## src/rtl/mac_reg_pkg.sv

```systemverilog
// Shared definitions for the MAC host register bus master: register map,
// command op codes, access request struct and top-level sequencer states.
package mac_reg_pkg;

    // Register word indices (byte address on CA is word*2)
    localparam logic [6:0] TX_HWMARK     = 7'd0;
    localparam logic [6:0] TX_LWMARK     = 7'd1;
    localparam logic [6:0] CPU_RD_ADDR   = 7'd28;
    localparam logic [6:0] CPU_RD_APPLY  = 7'd29;
    localparam logic [6:0] CPU_RD_GRANT  = 7'd30;
    localparam logic [6:0] CPU_RD_DOUT_L = 7'd31;
    localparam logic [6:0] CPU_RD_DOUT_H = 7'd32;
    localparam logic [6:0] LINE_LOOP_EN  = 7'd33;
    localparam logic [6:0] SPEED         = 7'd34;

    typedef enum logic [1:0] {
        OP_WRITE   = 2'b00,
        OP_READ    = 2'b01,
        OP_RMON    = 2'b10,
        OP_ILLEGAL = 2'b11
    } op_e;

    typedef struct packed {
        logic        wr;
        logic [6:0]  addr;
        logic [15:0] wdata;
    } acc_req_t;

    localparam logic [3:0] ST_IDLE     = 4'd0;
    localparam logic [3:0] ST_ACCESS   = 4'd1;
    localparam logic [3:0] ST_SET_ADDR = 4'd2;
    localparam logic [3:0] ST_APPLY    = 4'd3;
    localparam logic [3:0] ST_POLL     = 4'd4;
    localparam logic [3:0] ST_RD_LO    = 4'd5;
    localparam logic [3:0] ST_RD_HI    = 4'd6;
    localparam logic [3:0] ST_RELEASE  = 4'd7;
    localparam logic [3:0] ST_RSP      = 4'd8;

    function automatic logic [7:0] byte_addr(input logic [6:0] word);
        return {word, 1'b0};
    endfunction

endpackage

```

## src/rtl/mac_reg_bus_master_if.sv

```systemverilog
// Command/response handshake plus the CSB/WRB/CA/CD register bus.
// master = bus initiator view, slave = command source / register block view.
interface mac_reg_bus_master_if;
    logic        cmd_valid;
    logic        cmd_ready;
    logic [1:0]  cmd_op;
    logic [6:0]  cmd_addr;
    logic [15:0] cmd_wdata;
    logic        rsp_valid;
    logic [31:0] rsp_data;
    logic        rsp_err;
    logic        CSB;
    logic        WRB;
    logic [7:0]  CA;
    logic [15:0] CD_wr;
    logic [15:0] CD_rd;

    modport master (
        input  cmd_valid, cmd_op, cmd_addr, cmd_wdata, CD_rd,
        output cmd_ready, rsp_valid, rsp_data, rsp_err, CSB, WRB, CA, CD_wr
    );

    modport slave (
        output cmd_valid, cmd_op, cmd_addr, cmd_wdata, CD_rd,
        input  cmd_ready, rsp_valid, rsp_data, rsp_err, CSB, WRB, CA, CD_wr
    );
endinterface

```

## src/rtl/mac_reg_bus_access.sv

```systemverilog
// Single register access engine: one strobe cycle, then a capture (read) or
// gap (write) cycle so CSB is always high between two strobes.
module mac_reg_bus_access
    import mac_reg_pkg::*;
(
    input  logic        clk,
    input  logic        rst,
    input  logic        start,
    input  acc_req_t    req,
    output logic        idle,
    output logic        done,
    output logic [15:0] rdata,
    output logic        CSB,
    output logic        WRB,
    output logic [7:0]  CA,
    output logic [15:0] CD_wr,
    input  logic [15:0] CD_rd
);
    localparam logic [1:0] A_IDLE   = 2'd0;
    localparam logic [1:0] A_STROBE = 2'd1;
    localparam logic [1:0] A_CAPT   = 2'd2;
    localparam logic [1:0] A_GAP    = 2'd3;

    logic [1:0] st;

    always_ff @(posedge clk) begin
        if (rst) begin
            st    <= A_IDLE;
            CSB   <= 1'b1;
            WRB   <= 1'b1;
            CA    <= 8'h00;
            CD_wr <= 16'h0000;
        end else begin
            case (st)
                A_IDLE: if (start) begin
                    st  <= A_STROBE;
                    CSB <= 1'b0;
                    WRB <= ~req.wr;
                    CA  <= byte_addr(req.addr);
                    if (req.wr) CD_wr <= req.wdata;
                end
                A_STROBE: begin
                    CSB <= 1'b1;
                    WRB <= 1'b1;
                    st  <= WRB ? A_CAPT : A_GAP;
                end
                default: st <= A_IDLE;
            endcase
        end
    end

    // Writes complete on the strobe edge; reads complete once the slave's
    // registered data is visible in the capture cycle.
    assign done  = (st == A_STROBE && !WRB) || (st == A_CAPT);
    assign idle  = (st == A_IDLE);
    assign rdata = CD_rd;

endmodule

```

## src/rtl/mac_reg_bus_master.sv

```systemverilog
// MAC register bus master: single writes/reads and the composite RMON
// counter read sequenced on top of mac_reg_bus_access.
module mac_reg_bus_master
    import mac_reg_pkg::*;
#(
    parameter int POLL_MAX = 64,
    parameter int POLL_W   = 7
) (
    input  logic                 Clk_reg,
    input  logic                 Reset,
    mac_reg_bus_master_if.master bus
);
    logic [3:0]        state;
    logic [POLL_W-1:0] poll_cnt;
    logic              tmo;
    logic              is_rd;
    logic [5:0]        rmon_addr;
    logic [15:0]       lo, hi;

    acc_req_t    req;
    logic        start, acc_idle, acc_done;
    logic [15:0] acc_rdata;
    logic        accept;
    op_e         op;

    assign op     = op_e'(bus.cmd_op);
    assign accept = bus.cmd_valid && bus.cmd_ready;

    always_comb begin
        req   = '{wr: 1'b1, addr: bus.cmd_addr, wdata: 16'h0000};
        start = 1'b0;
        case (state)
            ST_IDLE: begin
                req.wr    = (op == OP_WRITE);
                req.wdata = bus.cmd_wdata;
                start     = accept && (op == OP_WRITE || op == OP_READ);
            end
            ST_SET_ADDR: begin
                req.addr  = CPU_RD_ADDR;
                req.wdata = {10'h000, rmon_addr};
                start     = acc_idle;
            end
            ST_APPLY: begin
                req.addr  = CPU_RD_APPLY;
                req.wdata = 16'h0001;
                start     = acc_idle;
            end
            ST_POLL: begin
                req.wr   = 1'b0;
                req.addr = CPU_RD_GRANT;
                start    = acc_idle;
            end
            ST_RD_LO: begin
                req.wr   = 1'b0;
                req.addr = CPU_RD_DOUT_L;
                start    = acc_idle;
            end
            ST_RD_HI: begin
                req.wr   = 1'b0;
                req.addr = CPU_RD_DOUT_H;
                start    = acc_idle;
            end
            ST_RELEASE: begin
                req.addr = CPU_RD_APPLY;
                start    = acc_idle;
            end
            default: ;
        endcase
    end

    always_ff @(posedge Clk_reg) begin
        if (Reset) begin
            state         <= ST_IDLE;
            bus.cmd_ready <= 1'b0;
            bus.rsp_valid <= 1'b0;
            bus.rsp_data  <= 32'h0;
            bus.rsp_err   <= 1'b0;
            poll_cnt      <= '0;
            tmo           <= 1'b0;
            is_rd         <= 1'b0;
            rmon_addr     <= 6'h00;
            lo            <= 16'h0000;
            hi            <= 16'h0000;
        end else begin
            bus.rsp_valid <= 1'b0;
            case (state)
                ST_IDLE: begin
                    if (accept) begin
                        bus.cmd_ready <= 1'b0;
                        rmon_addr     <= bus.cmd_addr[5:0];
                        is_rd         <= (op == OP_READ);
                        poll_cnt      <= '0;
                        tmo           <= 1'b0;
                        case (op)
                            OP_WRITE, OP_READ: state <= ST_ACCESS;
                            OP_RMON:           state <= ST_SET_ADDR;
                            default: begin
                                state         <= ST_RSP;
                                bus.rsp_valid <= 1'b1;
                                bus.rsp_data  <= 32'h0;
                                bus.rsp_err   <= 1'b1;
                            end
                        endcase
                    end else begin
                        bus.cmd_ready <= 1'b1;
                    end
                end
                ST_ACCESS: if (acc_done) begin
                    state         <= ST_RSP;
                    bus.rsp_valid <= 1'b1;
                    bus.rsp_err   <= 1'b0;
                    bus.rsp_data  <= is_rd ? {16'h0000, acc_rdata} : 32'h0;
                end
                ST_SET_ADDR: if (acc_done) state <= ST_APPLY;
                ST_APPLY:    if (acc_done) state <= ST_POLL;
                ST_POLL: if (acc_done) begin
                    if (acc_rdata[0]) begin
                        state <= ST_RD_LO;
                    end else begin
                        poll_cnt <= poll_cnt + POLL_W'(1);
                        // Last allowed poll came back without grant: give up
                        if (poll_cnt == POLL_W'(POLL_MAX - 1)) begin
                            tmo   <= 1'b1;
                            state <= ST_RELEASE;
                        end
                    end
                end
                ST_RD_LO: if (acc_done) begin
                    lo    <= acc_rdata;
                    state <= ST_RD_HI;
                end
                ST_RD_HI: if (acc_done) begin
                    hi    <= acc_rdata;
                    state <= ST_RELEASE;
                end
                ST_RELEASE: if (acc_done) begin
                    state         <= ST_RSP;
                    bus.rsp_valid <= 1'b1;
                    bus.rsp_err   <= tmo;
                    bus.rsp_data  <= tmo ? 32'h0 : {hi, lo};
                end
                ST_RSP: begin
                    state         <= ST_IDLE;
                    bus.cmd_ready <= 1'b1;
                end
                default: state <= ST_IDLE;
            endcase
        end
    end

    mac_reg_bus_access u_acc (
        .clk   (Clk_reg),
        .rst   (Reset),
        .start (start),
        .req   (req),
        .idle  (acc_idle),
        .done  (acc_done),
        .rdata (acc_rdata),
        .CSB   (bus.CSB),
        .WRB   (bus.WRB),
        .CA    (bus.CA),
        .CD_wr (bus.CD_wr),
        .CD_rd (bus.CD_rd)
    );

endmodule

```

## src/flat_wrapper.sv

```systemverilog
// flat-port wrapper written by rule: the top's interface ports become plain ports
module mac_reg_bus_master_flat import mac_reg_pkg::*;
#(
    parameter int POLL_MAX = 64,
    parameter int POLL_W   = 7
)
  (Clk_reg, Reset, bus_cmd_valid, bus_cmd_op, bus_cmd_addr, bus_cmd_wdata, bus_CD_rd, bus_cmd_ready, bus_rsp_valid, bus_rsp_data, bus_rsp_err, bus_CSB, bus_WRB, bus_CA, bus_CD_wr);
  mac_reg_bus_master_if bus_i ();
  input  logic Clk_reg;
  input  logic Reset;
  input wire logic [$bits(bus_i.cmd_valid)-1:0] bus_cmd_valid;
  input wire logic [$bits(bus_i.cmd_op)-1:0] bus_cmd_op;
  input wire logic [$bits(bus_i.cmd_addr)-1:0] bus_cmd_addr;
  input wire logic [$bits(bus_i.cmd_wdata)-1:0] bus_cmd_wdata;
  input wire logic [$bits(bus_i.CD_rd)-1:0] bus_CD_rd;
  output wire logic [$bits(bus_i.cmd_ready)-1:0] bus_cmd_ready;
  output wire logic [$bits(bus_i.rsp_valid)-1:0] bus_rsp_valid;
  output wire logic [$bits(bus_i.rsp_data)-1:0] bus_rsp_data;
  output wire logic [$bits(bus_i.rsp_err)-1:0] bus_rsp_err;
  output wire logic [$bits(bus_i.CSB)-1:0] bus_CSB;
  output wire logic [$bits(bus_i.WRB)-1:0] bus_WRB;
  output wire logic [$bits(bus_i.CA)-1:0] bus_CA;
  output wire logic [$bits(bus_i.CD_wr)-1:0] bus_CD_wr;
  assign bus_i.cmd_valid = bus_cmd_valid;
  assign bus_i.cmd_op = bus_cmd_op;
  assign bus_i.cmd_addr = bus_cmd_addr;
  assign bus_i.cmd_wdata = bus_cmd_wdata;
  assign bus_i.CD_rd = bus_CD_rd;
  assign bus_cmd_ready = bus_i.cmd_ready;
  assign bus_rsp_valid = bus_i.rsp_valid;
  assign bus_rsp_data = bus_i.rsp_data;
  assign bus_rsp_err = bus_i.rsp_err;
  assign bus_CSB = bus_i.CSB;
  assign bus_WRB = bus_i.WRB;
  assign bus_CA = bus_i.CA;
  assign bus_CD_wr = bus_i.CD_wr;
  mac_reg_bus_master #(.POLL_MAX(POLL_MAX), .POLL_W(POLL_W)) u_core (.Clk_reg(Clk_reg), .Reset(Reset), .bus(bus_i));
endmodule
```

## config.mk

```make
export PLATFORM = sky130hd
export DESIGN_NAME = mac_reg_bus_master_flat
export DESIGN_NICKNAME = d
export VERILOG_FILES = /design/src/rtl/mac_reg_pkg.sv /design/src/rtl/mac_reg_bus_master_if.sv /design/src/rtl/mac_reg_bus_access.sv /design/src/rtl/mac_reg_bus_master.sv /design/src/flat_wrapper.sv
export SDC_FILE = /design/constraint.sdc
export NUM_CORES = 1
export LEC_CHECK = 0
export CAP_MARGIN = 20
export CORE_UTILIZATION = 55
export CTS_CLUSTER_SIZE = 10
export DETAILED_ROUTE_END_ITERATION = 12
export DONT_BUFFER_PORTS = 1
export PLACE_DENSITY_LB_ADDON = 0.05
export SYNTH_ARGS = -nofsm -noshare
export SYNTH_HDL_FRONTEND = slang
export SYNTH_SLANG_ARGS = --single-unit
```

## constraint.sdc

```tcl
create_clock -name Clk_reg -period 4.95 [get_ports Clk_reg]
set_clock_uncertainty 0.05 [all_clocks]
set_input_delay 1.485 -clock Clk_reg [delete_from_list [all_inputs] [get_ports Clk_reg]]
set_output_delay 1.485 -clock Clk_reg [all_outputs]
set_load 0.02 [all_outputs]
```

==> implementation parameters, run 1 <==
Parameter                              Value

Synth
  Count of mapped cells out of synthesis    just over 500
  Fraction of registers with async set or reset after synthesis    0
  Warning count from the yosys run    0
  Seq/Total Area, Yosys    0.468
  Syn avg cell area    about 9.3 sq um
  Primary flip-flop cell chosen by synthesis mapping    sky130_fd_sc_hd__dfxtp_1
  Netlist area before placement    0.00483 sq mm
  Number of nets in the synthesized netlist    approximately 560
  Number of synthesized register bits    around 110
  Post-synth EDFFs    0
  Post-synthesis cell type count    56

Global routing
  Vias in the first global route    3,518
  All-Layer GR Usage    0.255
  Pin count of the biggest net entering global routing    about 110
  Total overflow reported by the global router    0
  Global-route wire length before repair    ~18 mm
  Initial antenna violation count    0

Cells and area
  Post-layout net count    approximately 550
  Diode count    0
  Footprint of the multi-input gates    0.00231 sq mm
  Post-Layout Cell Count    ~620
  Fillers    just over 700
  Ratio of cells with drive above 1 in the final layout    0.149
  Footprint of the flip-flops and latches    around 0.0023 sq mm
  Layout overhead on the synthesized area    11.5%
  Final cell utilization of the core    0.646

Clocking
  Largest buffer count on any clock path    2
  Number of gates resized after cts    0
  Number of buffers created by CTS    17
  Worst-skew pair later-pin latency    between 0.5 and 0.6 ns
  Clock tree sinks    around 110
  Maximum level of the CTS H-tree    4
  Clk pin slew, worst setup/hold paths    roughly 0.050 ns
  # Post-CTS Setup Buffers    0
  Hold-fix buffers at CTS    0
  CTS tree    built
  Cell at the root of the clock tree    sky130_fd_sc_hd__clkbuf_8

Placed design
  Placed wire-length estimate    7.07 mm
  Final weighted congestion in routability-driven placement    between 0.8 and 0.9
  Number of buffer cells added on primary ports    0
  Cell count after placement    588

Floorplanning
  Row Count    33
  Die Wd    95.7 microns
  Number of top-level design ports    about 110
  Initial Utilization    0.580
  Die Outline Area    slightly above 0.009 sq mm
  Placeable core region    roughly 0.0083 sq mm
  Die Y-Extent    about 96 microns

STA
  Headroom to the max-slew limit    0.280
  Final count of hold timing violations    0
  Unrepaired setup endpoints after global routing    no
  Max Fclk    roughly 0.36 GHz
  Time the final worst path needs with I/O delays and setup    between 2 and 3 ns
  Setup Viol. Count Final    0
  Worst-Margin Slew    1.07 ns
  Setup tns final    0 ns
  Final critical-path share of the clock period    0.566
  Slew Limit Fails    0

Pwr
  Areal power density over the cells    571 mW/mm^2
  Worst-case vdd ir drop    0.000354 V
  Final Total Pwr    3.08 mW
  Cell leakage power    ~2.1 nW

Route
  Via density    around 6
  Number of iterations in the first detailed-routing pass    4
  Total wirelength of the detailed-routed design    around 11 mm
  Post-route ant nets    0
  Post-route DRC violation count    0
  Via count    3,665
  WL/cell    ~18 microns
  Iter 0 DRT Violations    176

Setup path
  Crit path DAT    around 3.2 ns
  Category of the most critical setup path    input port to flip-flop
  Critical Path RT    5.30 ns
  Crit path capture type    flip-flop
  Start point of the critical path    bus_cmd_valid
  Origin of the critical flop-to-flop path    u_core.state[1]
  Highest net fanout along the worst path    32
  Critical path startpoint category    input port

Status
  Run status    finished, final reports clean

Min path
  Hold path start    u_core.hi[15]
  Path class of the lowest-slack min-delay path    flip-flop to flip-flop

Flow run
  Max-cap check violation count    0
[sequential cells by signal, indices dropped and copies added (netlist names), 2 cells and up]
name and cells:
u_core.bus.rsp_data 32, u_core.hi 16, u_core.lo 16, u_core.u_acc.CD_wr 16, u_core.poll_cnt 7, u_core.u_acc.CA 7
u_core.rmon_addr 6, u_core.state 4, u_core.u_acc.st 2
[kinds of logic after synthesis]
| kind of cell | Yosys count | share of synthesized area |
|---|---|---|
| compound gates | 93 | 0.146 |
| other cells | 1 | 0.000776 |
| xor+xnor | 6 | 0.0109 |
| fa+ha+maj | 1 | 0.00259 |
| mux | 44 | 0.0924 |
| simple gates | 212 | 0.223 |
| buf+inv | 48 | 0.0564 |
| flops | 113 | 0.468 |
[per-layer routing]
metal	GRT usage	routed length (microns)
met5	0	0
met4	0.0908	131
met3	0.103	904
met2	0.380	5170
met1	0.332	5030
[cell type report]
| class | count | share of cell area |
|---|---|---|
| clock buffer | 19 | 0.0782 |
| sequential | 113 | 0.420 |
| clock inverter | 13 | 0.0299 |
| timing repair buffer | 6 | 0.0135 |
| inverter | 9 | 0.00627 |
| tap | 105 | 0.0244 |
| multi-input combinational | 357 | 0.428 |
[report_power, final]
group	leakage (nW)	total, mW	switching [mW]	internal [mW]
clock network	0.263	1.19	0.421	0.764
logic	0.958	0.631	0.386	0.245
registers	0.914	1.26	0.237	1.03
total	2.13	3.08	1.04	2.03
[synth_stat cells (2+ instances only)]
master | number | area share
sky130_fd_sc_hd__nand2b_1 | 20 | 0.026
sky130_fd_sc_hd__nand2_1 | 34 | 0.026
sky130_fd_sc_hd__or2_1 | 3 | 0.0039
sky130_fd_sc_hd__o211ai_1 | 4 | 0.0062
sky130_fd_sc_hd__or2_2 | 2 | 0.0026
sky130_fd_sc_hd__o21ai_1 | 3 | 0.0031
sky130_fd_sc_hd__a221oi_1 | 4 | 0.0072
sky130_fd_sc_hd__buf_6 | 8 | 0.019
sky130_fd_sc_hd__a311oi_1 | 3 | 0.0054
sky130_fd_sc_hd__a21oi_1 | 28 | 0.029
sky130_fd_sc_hd__a221oi_2 | 12 | 0.037
sky130_fd_sc_hd__nor2_1 | 76 | 0.059
sky130_fd_sc_hd__or3_1 | 3 | 0.0039
sky130_fd_sc_hd__xnor2_1 | 6 | 0.011
sky130_fd_sc_hd__mux2_2 | 5 | 0.012
sky130_fd_sc_hd__a211oi_1 | 4 | 0.0062
sky130_fd_sc_hd__o21bai_1 | 2 | 0.0031
sky130_fd_sc_hd__nor3_1 | 11 | 0.011
sky130_fd_sc_hd__nor3_2 | 13 | 0.027
sky130_fd_sc_hd__nor4_1 | 2 | 0.0026
sky130_fd_sc_hd__o21ai_0 | 20 | 0.021
sky130_fd_sc_hd__buf_2 | 8 | 0.0083
sky130_fd_sc_hd__clkbuf_1 | 17 | 0.013
sky130_fd_sc_hd__mux2i_1 | 39 | 0.081
sky130_fd_sc_hd__buf_4 | 5 | 0.0078
sky130_fd_sc_hd__a31oi_1 | 2 | 0.0026
sky130_fd_sc_hd__nand3_1 | 35 | 0.036
sky130_fd_sc_hd__inv_1 | 9 | 0.0070
sky130_fd_sc_hd__dfxtp_1 | 113 | 0.47
[placed cells by master (no fill, tap or decap), drive strengths merged, types with 2 or more instances in the layout]
cell        n
a2111oi     3
a211oi      4
a21oi      28
a221oi     16
a311oi      3
a31oi       2
buf         6
bufinv      3
clkbuf     19
clkinv      2
clkinvlp    7
dfxtp     113
inv        10
mux2        5
mux2i      39
nand2      34
nand2b     20
nand3      36
nor2       78
nor3       24
nor3b       2
nor4        3
o211ai      4
o21ai      23
o21bai      2
or2         5
or3         3
xnor2       6
[critical path: stages]
cell	delay, ns
sky130_fd_sc_hd__nor4bb_1	0.50
sky130_fd_sc_hd__o21ai_1	0.33
sky130_fd_sc_hd__nor3_2	0.24
sky130_fd_sc_hd__buf_4	0.32
sky130_fd_sc_hd__mux2i_1	0.22
sky130_fd_sc_hd__nor2_1	0.05
[path summary, 6_finish.rpt]
| check | end | slack (ns) | depth (start not counted) |
|---|---|---|---|
| worst max-delay path | u_core.u_acc.CD_wr[0] | 2.15 | 6 |
| worst min-delay path | u_core.bus.rsp_data[31] | 0.42 | 2 |
| worst max register to register | u_core.bus.rsp_data[12] | 2.34 | 6 |
| worst min register to register | u_core.bus.rsp_data[31] | 0.42 | 2 |
[through the flow]
step / hold slack, ns / setup WS [ns] / area [sq um]
after detailed placement: 0.394 / 1.49 / 4760
after CTS: 0.406 / 1.88 / 5350
after floorplan: 0.377 / 2.13 / 4830
final: 0.416 / 2.15 / 5390
after global placement: 0.382 / 1.53 / 4760
after global routing: 0.427 / 2.03 / 5390
Power figures use the tool's default switching activity.
==> run 2: changes to the inputs <==
clock period = 2.8 ns   (was 4.95 ns; I/O delays follow)
==> run 2 against run 1 <==
Effect of this change: combinational power up 76%; first-iteration DRC count up 5.1%; flip-flop and latch count unchanged; sequential power up 76%; count of clock-buffer cells in the layout up 3.
==> implementation parameters, run 2 (synthesis results as in run 1) <==
Parameter                              Value

Clocking
  Worst-skew pair later-pin latency    0.50 ns (about the same)
  CTS tree    built
  Cell at the root of the clock tree    sky130_fd_sc_hd__clkbuf_8
  Number of buffers created by CTS    17 (unchanged)
  Clk pin slew, worst setup/hold paths    0.06 ns (about the same)
  Maximum level of the CTS H-tree    4 (unchanged)
  Largest buffer count on any clock path    2 (unchanged)
  Hold-fix buffers at CTS    0 (unchanged)
  # Post-CTS Setup Buffers    0 (unchanged)
  Clock tree sinks    113 (unchanged)
  Number of gates resized after cts    0 (unchanged)

Route
  Iter 0 DRT Violations    185 (+5.1%)
  Post-route ant nets    0 (unchanged)
  Total wirelength of the detailed-routed design    10.8 mm (-3.5%)
  Number of iterations in the first detailed-routing pass    5 (+1)
  Via density    5.92 (+0.41%)
  Post-route DRC violation count    0 (unchanged)
  Via count    3,692 (+0.74%)
  WL/cell    17.4 microns (-3.8%)

Setup path
  Cell chain of the critical path    nor4bb_1 > o21ai_1 > nor3_2 > buf_12 > mux2i_1 > nor2_1
  Number of cells on the worst reg-to-reg path    6 (unchanged)
  Crit path capture type    flip-flop
  Highest net fanout along the worst path    32 (unchanged)
  Critical Path RT    3.15 ns (-2.15 ns)
  Critical path startpoint category    flip-flop
  Origin of the critical flop-to-flop path    u_core.state[0]
  Number of buffers and inverters on the critical path    1 (unchanged)
  Slack of the worst reg-to-reg path    0.53 ns (-1.81 ns)
  Crit path DAT    2.62 ns (-0.53 ns)
  CP max-delay cell    sky130_fd_sc_hd__nor4bb_1
  Cell family contributing the most delay on the critical path    simple AND/OR/NAND/NOR gates
  Worst path max stage delay    0.57 ns (+0.07 ns)
  Category of the most critical setup path    flip-flop to flip-flop
  Worst reg2reg endpoint    u_core.u_acc.CD_wr[0]

Global routing
  Global-route wire length before repair    17.6 mm (about the same)
  Vias in the first global route    3,515 (-0.085%)
  Total overflow reported by the global router    0 (unchanged)
  Initial antenna violation count    0 (unchanged)
  Pin count of the biggest net entering global routing    113 (unchanged)
  All-Layer GR Usage    0.254 (-0.000343)

STA
  Time the final worst path needs with I/O delays and setup    about 2.3 ns
  Setup WS post-layout    0.529 ns (-1.62 ns)
  Setup Viol. Count Final    0 (unchanged)
  Setup tns final    0 ns (unchanged)
  Worst-Margin Slew    1.01 ns (-0.0596 ns)
  Headroom to the max-slew limit    0.320 (+0.0400)
  Final count of hold timing violations    0 (unchanged)
  Max Fclk    approximately 0.44 GHz
  Final critical-path share of the clock period    0.811
  Slew Limit Fails    0 (unchanged)
  Unrepaired setup endpoints after global routing    no

Cells and area
  Final cell utilization of the core    0.648 (+0.00195)
  Leading cell type in the layout, fill and taps excluded    sky130_fd_sc_hd__dfxtp_1
  Largest Register    u_core.bus.rsp_data
  Ratio of cells with drive above 1 in the final layout    0.150 (+0.00135)
  Fillers    697 (-2.1%)
  Diode count    0 (unchanged)
  Max FFs per register    32 (unchanged)
  Layout overhead on the synthesized area    11.9%
  Post-layout net count    551 (+0.36%)
  Commonest cells after routing, fill and taps aside    sky130_fd_sc_hd__dfxtp_1, sky130_fd_sc_hd__nor2_1, sky130_fd_sc_hd__mux2i_1, sky130_fd_sc_hd__nand3_1, sky130_fd_sc_hd__nand2_1

Floorplanning
  Die Outline Area    0.00917 sq mm (unchanged)
  Number of top-level design ports    105 (unchanged)
  Die Y-Extent    95.7 microns (unchanged)
  Row Count    33 (unchanged)
  Die Wd    95.7 microns (unchanged)
  Initial Utilization    0.580 (unchanged)
  Placeable core region    0.00834 sq mm (unchanged)

Min path
  End point of the worst hold path    u_core.u_acc.CA[2]
  Hold path start    Reset
  Path class of the lowest-slack min-delay path    input port to flip-flop
  Count of cells along the worst hold path    1 (-1)

Pwr
  Worst-case vdd ir drop    0.000536 V (+51%)
  Cell leakage power    2.16 nW (+1.4%)
  Areal power density over the cells    1010 mW/mm^2 (+76%)

Placed design
  Final weighted congestion in routability-driven placement    0.846 (-1.7%)
  Number of buffer cells added on primary ports    0 (unchanged)
  Placed wire-length estimate    6.97 mm (-1.3%)
  Dpl ws    0.283 ns (-1.21 ns)

Status
  Run status    finished, final reports clean

Flow run
  Max-cap check violation count    0 (unchanged)
## run 2: cell types whose count changed in the layout (fill, tap and decap cells not counted), sizes merged
cell	change
buf	+2
clkbuf	+3
clkinv	+3
clkinvlp	-5
inv	-1
## run 2: worst max path at each step
stage / endpoint / slack (ns) / cells after the start / startpoint
after CTS: u_core.u_acc.CD_wr[0] / 0.56 / 6 / u_core.state[0]
after detailed placement: u_core.u_acc.CD_wr[0] / 0.28 / 6 / bus_cmd_valid
after global routing: u_core.bus.rsp_err / 0.39 / 6 / u_core.state[2]
after floorplan: u_core.u_acc.CD_wr[10] / 0.62 / 5 / bus_cmd_valid
after global placement: u_core.u_acc.CD_wr[0] / 0.33 / 6 / bus_cmd_valid
final: u_core.u_acc.CD_wr[0] / 0.53 / 6 / u_core.state[0]
## run 2: cell type report
cell class                      instances  area [sq um]  area share
Clock buffer                           22           453      0.0838
Clock inverter                         10           134      0.0248
Inverter                                9          33.8     0.00625
Multi-Input combinational cell        357          2310       0.427
Sequential cell                       113          2260       0.418
Tap cell                              105           131      0.0243
Timing Repair Buffer                    8          85.1      0.0157
## run 2: through the flow
stage	hold slack, ns	power, mW	instances	instance area, sq um
after global routing	0.334	5.73	624	5410
after CTS	0.342	5.49	624	5410
after floorplan	0.377	3.17	518	4830
final	0.360	5.44	624	5410
after detailed placement	0.384	3.36	592	4820
after global placement	0.380	3.34	592	4820
## run 2: layer usage
metal  vias up  global-route usage  routed length (microns)
met3        19               0.109                      941
met1      1749               0.324                     4770
li1       1799                   -                        -
met4         0               0.108                      223
met5         -                   0                        0
met2       125               0.376                     4910
## run 2: report_power, final
part           internal [mW]  total [mW]  switching, mW
logic                  0.431        1.11          0.681
clock network           1.40        2.11          0.713
registers               1.81        2.22          0.409
